`src/rtl/led_pattern_gen.sv`:
```
// led_pattern_gen: per-channel LED pattern generator driven by a shared
// prescaler tick. Each channel is configured with a mode (OFF, ON, BLINK,
// HEARTBEAT) and a half-period in ticks through a one-cycle write port.
//
// Ports
//   clk        system clock, all state on the rising edge
//   rst        asynchronous, active-high reset
//   cfg_valid  configuration write request
//   cfg_ready  write accepted when cfg_valid && cfg_ready (1 whenever rst=0)
//   cfg_ch     target channel
//   cfg_mode   00 OFF, 01 ON, 10 BLINK, 11 HEARTBEAT
//   cfg_half   half-period in ticks (0 behaves as 1)
//   cfg_err    one-cycle pulse after an accepted write to a channel >= N_CH
//   tick       one-cycle prescaler pulse (registered)
//   led        LED drive, bit i = channel i (registered)
//
// Configuration macro
//   LED_HEARTBEAT_EN  enables HEARTBEAT mode; when undefined mode 11 is
//                     stored but behaves as OFF and no phase logic exists.
module led_pattern_gen #(
    parameter int unsigned CLK_HZ   = 100_000_000,
    parameter int unsigned TICK_HZ  = 1000,
    parameter int unsigned N_CH     = 4,
    parameter int unsigned PERIOD_W = 16,
    localparam int unsigned CH_W    = (N_CH > 1) ? $clog2(N_CH) : 1
) (
    input  logic                clk,
    input  logic                rst,
    input  logic                cfg_valid,
    output logic                cfg_ready,
    input  logic [CH_W-1:0]     cfg_ch,
    input  logic [1:0]          cfg_mode,
    input  logic [PERIOD_W-1:0] cfg_half,
    output logic                cfg_err,
    output logic                tick,
    output logic [N_CH-1:0]     led
);

    localparam int unsigned DIV     = CLK_HZ / TICK_HZ;
    localparam int unsigned PRESC_W = $clog2(DIV);
`ifdef LED_HEARTBEAT_EN
    // The long heartbeat phase lasts 5*half ticks, so the counter needs 3 extra bits.
    localparam int unsigned CNT_W   = PERIOD_W + 3;
`else
    localparam int unsigned CNT_W   = PERIOD_W;
`endif

    typedef enum logic [1:0] {
        MODE_OFF   = 2'b00,
        MODE_ON    = 2'b01,
        MODE_BLINK = 2'b10,
        MODE_HB    = 2'b11
    } mode_t;

    // Prescaler state
    logic               r_run;
    logic [PRESC_W-1:0] r_presc;
    logic [PRESC_W-1:0] w_presc_nxt;
    logic               r_tick;
    logic               r_err;

    // Channel state
    mode_t               r_mode [N_CH];
    logic [PERIOD_W-1:0] r_half [N_CH];
    logic [CNT_W-1:0]    r_cnt  [N_CH];
    logic [N_CH-1:0]     r_led;

    mode_t               w_mode_nxt [N_CH];
    logic [PERIOD_W-1:0] w_half_nxt [N_CH];
    logic [CNT_W-1:0]    w_cnt_nxt  [N_CH];
    logic [CNT_W-1:0]    w_hlen     [N_CH];
    logic [N_CH-1:0]     w_led_nxt;
    logic [N_CH-1:0]     w_wr;

`ifdef LED_HEARTBEAT_EN
    logic [1:0]          r_phase     [N_CH];
    logic [1:0]          w_phase_nxt [N_CH];
    logic [CNT_W-1:0]    w_plen      [N_CH];
`endif

    // Writes are always accepted outside reset, so ready is just the reset qualifier.
    assign cfg_ready = ~rst;
    assign tick      = r_tick;
    assign cfg_err   = r_err;
    assign led       = r_led;

    // Prescaler next count; held at 0 on the first edge after reset release.
    always_comb begin
        w_presc_nxt = r_presc;
        if (r_run) begin
            w_presc_nxt = (r_presc == PRESC_W'(DIV - 1)) ? '0 : r_presc + PRESC_W'(1);
        end
    end

    // Prescaler, tick and error registers; tick mirrors count == DIV-1.
    always_ff @(posedge clk or posedge rst) begin
        if (rst) begin
            r_run   <= 1'b0;
            r_presc <= '0;
            r_tick  <= 1'b0;
            r_err   <= 1'b0;
        end else begin
            r_run   <= 1'b1;
            r_presc <= w_presc_nxt;
            r_tick  <= (w_presc_nxt == PRESC_W'(DIV - 1));
            r_err   <= cfg_valid && (32'(cfg_ch) >= N_CH);
        end
    end

    // Per-channel next state; a write to a channel overrides any tick that cycle.
    always_comb begin
        for (int i = 0; i < N_CH; i++) begin
            w_wr[i]       = cfg_valid && (cfg_ch == CH_W'(i));
            w_hlen[i]     = (r_half[i] == '0) ? CNT_W'(1) : CNT_W'(r_half[i]);
            w_mode_nxt[i] = r_mode[i];
            w_half_nxt[i] = r_half[i];
            w_cnt_nxt[i]  = r_cnt[i];
            w_led_nxt[i]  = r_led[i];
`ifdef LED_HEARTBEAT_EN
            w_phase_nxt[i] = r_phase[i];
            w_plen[i]      = (r_phase[i] == 2'd3) ? CNT_W'(5) * w_hlen[i] : w_hlen[i];
`endif
            if (w_wr[i]) begin
                w_mode_nxt[i] = mode_t'(cfg_mode);
                w_half_nxt[i] = cfg_half;
                w_cnt_nxt[i]  = '0;
`ifdef LED_HEARTBEAT_EN
                w_phase_nxt[i] = 2'd0;
                w_led_nxt[i]   = (cfg_mode != MODE_OFF);
`else
                w_led_nxt[i]   = (cfg_mode == MODE_ON) || (cfg_mode == MODE_BLINK);
`endif
            end else begin
                case (r_mode[i])
                    MODE_ON: begin
                        w_cnt_nxt[i] = '0;
                        w_led_nxt[i] = 1'b1;
                    end
                    MODE_BLINK: begin
                        if (r_tick) begin
                            if (r_cnt[i] == w_hlen[i] - CNT_W'(1)) begin
                                w_cnt_nxt[i] = '0;
                                w_led_nxt[i] = ~r_led[i];
                            end else begin
                                w_cnt_nxt[i] = r_cnt[i] + CNT_W'(1);
                            end
                        end
                    end
`ifdef LED_HEARTBEAT_EN
                    MODE_HB: begin
                        // Phases 0 and 2 are lit; phase 3 is the long 5*half gap.
                        if (r_tick) begin
                            if (r_cnt[i] == w_plen[i] - CNT_W'(1)) begin
                                w_cnt_nxt[i]   = '0;
                                w_phase_nxt[i] = r_phase[i] + 2'd1;
                                w_led_nxt[i]   = ~w_phase_nxt[i][0];
                            end else begin
                                w_cnt_nxt[i] = r_cnt[i] + CNT_W'(1);
                            end
                        end
                    end
`endif
                    default: begin
                        w_cnt_nxt[i] = '0;
                        w_led_nxt[i] = 1'b0;
                    end
                endcase
            end
        end
    end

    // Channel state registers
    always_ff @(posedge clk or posedge rst) begin
        if (rst) begin
            for (int i = 0; i < N_CH; i++) begin
                r_mode[i] <= MODE_OFF;
                r_half[i] <= PERIOD_W'(1);
                r_cnt[i]  <= '0;
`ifdef LED_HEARTBEAT_EN
                r_phase[i] <= 2'd0;
`endif
            end
            r_led <= '0;
        end else begin
            for (int i = 0; i < N_CH; i++) begin
                r_mode[i] <= w_mode_nxt[i];
                r_half[i] <= w_half_nxt[i];
                r_cnt[i]  <= w_cnt_nxt[i];
`ifdef LED_HEARTBEAT_EN
                r_phase[i] <= w_phase_nxt[i];
`endif
            end
            r_led <= w_led_nxt;
        end
    end

endmodule

```
`config.mk`:
```
export PLATFORM = sky130hd
export DESIGN_NAME = led_pattern_gen
export DESIGN_NICKNAME = d
export VERILOG_FILES = /design/src/rtl/led_pattern_gen.sv
export SDC_FILE = /design/constraint.sdc
export NUM_CORES = 1
export LEC_CHECK = 0
export BUFFER_PORTS_ARGS = -buffer_cell sky130_fd_sc_hd__buf_2
export CORE_AREA = 2 2 152 154
export CTS_BUF_LIST = sky130_fd_sc_hd__clkbuf_8
export DETAILED_ROUTE_END_ITERATION = 7
export DIE_AREA = 0 0 154 156
export PLACE_DENSITY = 0.66
export SLEW_MARGIN = 20
export SYNTH_ARGS = -nofsm -noshare
export SYNTH_HDL_FRONTEND = slang
export SYNTH_SLANG_ARGS = --single-unit
export TNS_END_PERCENT = 50
```
`constraint.sdc`:
```
create_clock -name clk -period 5.2 [get_ports clk]
set_input_delay 0.26 -clock clk [delete_from_list [all_inputs] [get_ports clk]]
set_output_delay 0.26 -clock clk [all_outputs]
set_load 0.01 [all_outputs]
```
==> impl_results.md, run 1 <==
- Status: finished clean
- Number of synthesized flops with an enable pin: 0
- Post-cts resize count: 0
- Global router's overall resource usage: 19.1%
- Switching power: 1.07 mW
- CP peak stage delay: 0.75 ns
- Layout area overhead: 8.45%
- TritonCTS clock tree: done
- Combinational power share: 21.4%
- Clock latency on the worst-skew pair: 0.46 ns
- Mean Syn Cell Area: 9.59 µm²
- Clk_skew: 0.0147 ns
- Chip width: 154 µm
- Post-Syn Area: 9650 µm²
- Gpl congestion: 0.878
- Critical R2R Launch: r_half[32]$_DFFE_PP1P_
- Top FF cell, synth: dfrtp_1
- Fin crit share: 82.4%
- RSZ-0062 raised after global routing: no
- Sequential-to-total area share from yosys stat: 41.3%
- TNS Setup: 0 ns
- Die area: 24000 µm²
- Synth async-reset ratio: 100%
- Setup-failing EPs final: 0
- Root Buffer: clkbuf_8
- PortBufs: 28
- Worst min path class: in2reg
- Power, Total: 3.29 mW
- WL/cell: 16.7 µm
- Grt ovf: 0
- Final nets: 1061
- Hold Fails Final Rpt: 0
- First-pass GRT wire length: 36500 µm
- Worst Reg2Reg Path Length in Cells: 12
- First-pass detailed-route iteration total: 4
- CTS clock-pin slew for the worst setup and hold paths: 0.09 ns
- Worst reg-to-reg setup slack: 0.91 ns
- CP max stage cell: nor3b_1
- Initial core utilization: 43.1%
- Commonest non-fill, non-tap cell in the layout: dfrtp_1
- Sw frac: 32.5%
- Final Instance Count excl. Fillers: 1318
- Worst-Margin Slew: 0.912 ns
- Post-DP HPWL: 15800 µm
- Ports: 30
- Register share of total power: 48.5%
- Maximum vdd drop: 0.200 mV
- Yosys cell types: 81
- Placed Cells: 1286
- Row count: 55
- Share of layout cells above drive strength 1: 16.3%
- Worst EP required: 5.55 ns
- Routed WL: 22000 µm
- Clock network fraction of total power: 30.1%
- Syn. warnings: 0
- Worst Path Arrival: 4.64 ns
- Min Clock Period, post-route: 4.29 ns
- Hold Crit Depth: 3
- Fin. max-slew vios: 0
- H-tree Lvls: 4
- Critical path peak fanout: 15
- DR vias/cell: 5.68
- Total of max-cap violations: 0
- Vias in the first global route: 7070
- Worst-path cell chain: or4_1, nor4_4, nor2_1, ha_1, nor3b_1, a22oi_1, nor3_1, o2111ai_1, a2111oi_0, o2111ai_1, o21ai_2, mux2_1
- DRT antenna net count: 0
- # DRC: 0
- Placeable core area: 22400 µm²
- Leakage: 4.10 nW
- Via count: 7481
- Slew headroom: 39.0%
- CTS buffer count: 17
- CP Launch Type: flip-flop
- Critical R2R Capture: led[1]$_DFFE_PP0P_
- CTS max path bufs: 2
- Clock Sinks: 159
- Int Pwr: 2.22 mW
- Commonest cells after routing, fill and taps aside: dfrtp_1, nor2_1, xnor2_1
- DR iter-0 viols: 579
- Most frequent CP cell: o2111ai_1
- Largest net degree at the start of global routing: 122
- Die Span Y: 156 µm
- Initial antenna violation count: 0
- Worst Hold Endpoint: r_half[62]$_DFFE_PP0P_
- Syn nets: 1046
- Post-synthesis sequential element count: 159
- CP Capture Type: flip-flop
- Synth Instances: 1006
- # diodes: 0
- Fillers: 2099
- Max Clk Rate: 0.233 GHz
- Hold Crit Start: cfg_half[14]
- Crit path kind: reg2reg
- Pwr/cell area: 314 nW/µm²
[logic make-up (layout without fill, tap and decap cells)]
group                    Yosys count  in the layout  synth area share, %
other                              2              2               0.0778
flip-flops                       159            159                 41.3
AO/OA/AOI/OAI                    134            134                 9.34
XOR/XNOR                         134            134                 12.2
AND/OR/NAND/NOR                  410            410                 22.5
buffers and inverters             72             99                 3.31
adder cells (fa/ha/maj)           17             17                 2.20
multiplexers                      78             78                 9.08
[state kept, by name, indices dropped and copies added (netlist names)]
signal   count
r_run        1
r_cnt       64
r_half      64
r_mode       8
tick         1
led          4
r_presc     17
[power by group through the flow]
stage / Sequential (mW) / Clock (mW) / Combinational, mW
finish: 1.60 / 0.991 / 0.703
global route: 1.63 / 1.08 / 0.788
floorplan: 1.54 / 0 / 0.592
detailed placement: 1.62 / 0 / 0.703
global placement: 1.61 / 0 / 0.691
CTS: 1.59 / 1.02 / 0.706
[metrics by stage]
step | utilization [%] | hold slack (ns) | setup slack (ns) | cell area, µm²
3_5_place_dp | 44.8 | 0.285 | 0.874 | 10000
2_1_floorplan | - | 0.377 | 0.577 | 9650
5_1_grt | 46.8 | 0.107 | 0.470 | 10500
3_3_place_gp | 44.8 | 0.284 | 1.09 | 10000
4_1_cts | 46.8 | 0.0977 | 0.856 | 10500
6_report | 46.8 | 0.127 | 0.914 | 10500
[critical path, delay by kind of cell, from the launching register on]
| family | cells | cell delay, ns |
|---|---|---|
| compound gates | 5 | 1.55 |
| fa+ha+maj | 1 | 0.18 |
| flops | 1 | 0.58 |
| mux | 1 | 0.37 |
| simple gates | 5 | 1.49 |
[worst max-delay path by stage]
stage / cells after the start / endpoint / startpoint
after floorplan: 1 / led[0]$_DFFE_PP0P_ / rst
after global placement: 12 / led[3]$_DFFE_PP0P_ / r_half[0]$_DFFE_PP1P_
after detailed placement: 12 / led[1]$_DFFE_PP0P_ / r_half[32]$_DFFE_PP1P_
after CTS: 12 / led[1]$_DFFE_PP0P_ / r_half[32]$_DFFE_PP1P_
after global routing: 12 / led[1]$_DFFE_PP0P_ / r_half[32]$_DFFE_PP1P_
final: 12 / led[1]$_DFFE_PP0P_ / r_half[32]$_DFFE_PP1P_
[timing repair]
item	4_1_cts	5_1_grt
hold buffers	1	0
buffers inserted	0	0
endpoints found under the hold margin	38	0
[synth_stat cells, drive strengths merged (21+ instances only)]
cell type / number / area share, %
nand4: 22 / 1.4
mux2: 73 / 8.6
inv: 29 / 1.1
o21ai: 38 / 2.0
nor4: 26 / 2.2
dfrtp: 155 / 40
nand3: 47 / 2.4
clkbuf: 23 / 0.89
nor3: 21 / 1.1
nor2: 133 / 5.2
xnor2: 82 / 7.4
xor2: 52 / 4.7
nand2: 62 / 2.4
a21oi: 23 / 1.2
[metal layers]
metal | vias to the layer above | part of all wire, % | track usage, %
met2 | 149 | 45 | 29.6
met1 | 3692 | 48 | 27.0
met5 | - | 0 | 0
li1 | 3620 | - | -
met4 | 0 | 1.5 | 5.56
met3 | 20 | 4.7 | 4.06
[layout make-up]
| class | instances | area (µm²) | share of cell area, % |
|---|---|---|---|
| well taps | 285 | 357 | 3.41 |
| clock inverters | 13 | 178 | 1.70 |
| flip-flops and latches | 159 | 3980 | 38.1 |
| repair buffers | 38 | 230 | 2.20 |
| clock buffers | 18 | 248 | 2.37 |
| inverters | 30 | 118 | 1.12 |
| multi-input cells | 775 | 5350 | 51.1 |
Power figures use the tool's default switching activity.
==> run 2, diff against run 1 <==
==> constraint.sdc (replaced) <==
create_clock -name clk -period 4.32 [get_ports clk]
set_input_delay 0.216 -clock clk [delete_from_list [all_inputs] [get_ports clk]]
set_output_delay 0.216 -clock clk [all_outputs]
set_load 0.01 [all_outputs]
==> impl_results.md, run 2 (synthesized netlist as in run 1, its figures left out) <==
- Status: finished clean (unchanged)
- Critical R2R Launch: r_half[32]$_DFFE_PP1P_ (unchanged)
- Root Buffer: clkbuf_8 (unchanged)
- Fin crit share: 92.5% (was 82.4%)
- Setup-failing EPs final: 0 (unchanged)
- Crit path capture: led[1]$_DFFE_PP0P_ (unchanged)
- Sw frac: 32.0% (was 32.5%)
- Max Clk Rate: 0.250 GHz (was 0.233 GHz)
- Worst EP required: 4.67 ns (was 5.55 ns)
- Post-DP HPWL: 15800 µm (about the same)
- Initial core utilization: 43.1% (unchanged)
- Worst reg-to-reg setup slack: 0.32 ns (was 0.91 ns)
- Placeable core area: 22400 µm² (unchanged)
- WL/cell: 16.7 µm (about the same)
- Grt ovf: 0 (unchanged)
- Die Span Y: 156 µm (unchanged)
- Leakage: 4.12 nW (was 4.10 nW)
- Critical path startpoint: r_half[32]$_DFFE_PP1P_ (unchanged)
- # DRC: 0 (unchanged)
- Critical path peak fanout: 8 (was 15)
- Hold Buf Count CTS: 0 (was 1)
- Clock Sinks: 159 (unchanged)
- Clock latency on the worst-skew pair: 0.46 ns (about the same)
- Commonest cells after routing, fill and taps aside: dfrtp_1, nor2_1, xnor2_1 (unchanged)
- Worst Reg2Reg Path Length in Cells: 12 (unchanged)
- Fin. max-slew vios: 0 (unchanged)
- DRT antenna net count: 0 (unchanged)
- Int Pwr: 2.71 mW (was 2.22 mW)
- Chip width: 154 µm (unchanged)
- Gpl congestion: 0.903 (was 0.878)
- CP Launch Type: flip-flop (unchanged)
- Clk_skew: 0.0162 ns (was 0.0147 ns)
- DRT met1 WL: 11100 µm (was 10700 µm)
- Clock network fraction of total power: 30.1% (about the same)
- Row count: 55 (unchanged)
- Final nets: 1067 (was 1061)
- Post-cts resize count: 0 (unchanged)
- Regs by FF count: r_cnt x64, r_half x64, r_presc x17 (unchanged)
- Worst min path class: in2async (was in2reg)
- First-pass detailed-route iteration total: 5 (was 4)
- CP Capture Type: flip-flop (unchanged)
- H-tree Lvls: 4 (unchanged)
- Initial antenna violation count: 0 (unchanged)
- Worst Path Arrival: 4.35 ns (was 4.64 ns)
- Share of layout cells above drive strength 1: 16.8% (was 16.3%)
- Worst-Margin Slew: 0.922 ns (was 0.912 ns)
- Via count: 7532 (was 7481)
- Maximum vdd drop: 0.299 mV (was 0.200 mV)
- TritonCTS clock tree: done (unchanged)
- Layout area overhead: 8.96% (was 8.45%)
- PortBufs: 28 (unchanged)
- Min Clock Period, post-route: 4.00 ns (was 4.29 ns)
- Slew headroom: 38.4% (was 39.0%)
- Commonest non-fill, non-tap cell in the layout: dfrtp_1 (unchanged)
- Total of max-cap violations: 0 (unchanged)
- First-pass GRT wire length: 37100 µm (was 36500 µm)
- Routed WL: 22100 µm (was 22000 µm)
- Combinational power share: 21.7% (was 21.4%)
- Global router's overall resource usage: 19.2% (was 19.1%)
- Met3 routed WL: 835 µm (was 1050 µm)
- Vias in the first global route: 7196 (was 7070)
- Hold Fails Final Rpt: 0 (unchanged)
- CTS clock-pin slew for the worst setup and hold paths: 0.10 ns (was 0.09 ns)
- Final core occ: 47.0% (was 46.8%)
- Switching power: 1.28 mW (was 1.07 mW)
- CTS buffer count: 17 (unchanged)
- TNS Setup: 0 ns (unchanged)
- DR iter-0 viols: 445 (was 579)
- # diodes: 0 (unchanged)
- Met2 wire len: 9860 µm (was 10000 µm)
- DR vias/cell: 5.68 (about the same)
- Highest routed layer: met4 (unchanged)
- Ports: 30 (unchanged)
- Pwr/cell area: 379 nW/µm² (was 314 nW/µm²)
- Post-CTS Setup Repair Bufs: 0 (unchanged)
- Register share of total power: 48.2% (was 48.5%)
- Largest net degree at the start of global routing: 160 (was 122)
- Critical R2R Capture: led[1]$_DFFE_PP0P_ (unchanged)
- Crit path kind: reg2reg (unchanged)
- RSZ-0062 raised after global routing: no (unchanged)
- CTS max path bufs: 2 (unchanged)
- Die area: 24000 µm² (unchanged)
==> run 2: cell count changes in the layout (fill, tap and decap cells not counted) <==
cell,before,now
inv_6,4,2
buf_4,8,15
inv_1,28,29
clkbuf_8,18,20
clkinvlp_4,1,3
inv_8,2,0
dlygate4sd3_1,1,0
==> run 2: power groups by stage <==
stage / Combinational, mW / Sequential [mW] / Clock (mW)
finish: 0.865 / 1.92 / 1.20
detailed placement: 0.861 / 1.94 / 0
CTS: 0.869 / 1.91 / 1.23
global route: 0.974 / 1.95 / 1.30
global placement: 0.849 / 1.94 / 0
floorplan: 0.713 / 1.85 / 0
==> run 2: layout make-up <==
cell class | count | area [µm²]
flip-flops and latches | 159 | 3980
fillers | 2102 | 11900
clock inverters | 12 | 158
well taps | 285 | 357
clock buffers | 20 | 275
multi-input cells | 775 | 5350
inverters | 30 | 116
repair buffers | 44 | 273
==> run 2: critical path: stages, from the launching register on <==
cell and delay, ns:
dfstp_2 0.58, or4_1 0.31, nor4_4 0.09, nor2_1 0.10
ha_1 0.18, nor3b_1 0.76, a22oi_1 0.23, nor3_1 0.26
o2111ai_1 0.13, a2111oi_0 0.43, o2111ai_1 0.27, o21ai_2 0.21
mux2_1 0.34
==> run 2: worst min path at each step <==
| stage | startpoint | cells past startpoint | to |
|---|---|---|---|
| 6_report | rst | 3 | r_half[24]$_DFFE_PP0P_ |
| 5_1_grt | cfg_half[7] | 2 | r_half[39]$_DFFE_PP0P_ |
| 4_1_cts | cfg_half[1] | 3 | r_half[49]$_DFFE_PP0P_ |
| 3_5_place_dp | r_presc[2]$_DFF_PP0_ | 1 | r_presc[2]$_DFF_PP0_ |
| 3_3_place_gp | r_presc[2]$_DFF_PP0_ | 1 | r_presc[2]$_DFF_PP0_ |
| 2_1_floorplan | cfg_half[1] | 2 | r_half[49]$_DFFE_PP0P_ |
==> run 2: per-layer routing <==
metal / vias to the layer above / GRT usage, %
met5: - / 0
met4: 0 / 5.70
met3: 24 / 3.44
met2: 144 / 29.6
met1: 3724 / 27.8
li1: 3640 / -
==> run 2: per-stage QoR <==
step / area (µm²) / std cells / worst slack (ns) / hold slack [ns] / total power [mW]
2_1_floorplan: 9650 / 1006 / 0.688 / 0.333 / 2.57
3_3_place_gp: 10100 / 1293 / 0.574 / 0.505 / 2.78
3_5_place_dp: 10100 / 1293 / 0.323 / 0.513 / 2.80
4_1_cts: 10500 / 1325 / 0.327 / 0.0498 / 4.02
5_1_grt: 10500 / 1325 / 0.00928 / 0.0555 / 4.22
6_report: 10500 / 1325 / 0.323 / 0.0455 / 3.98
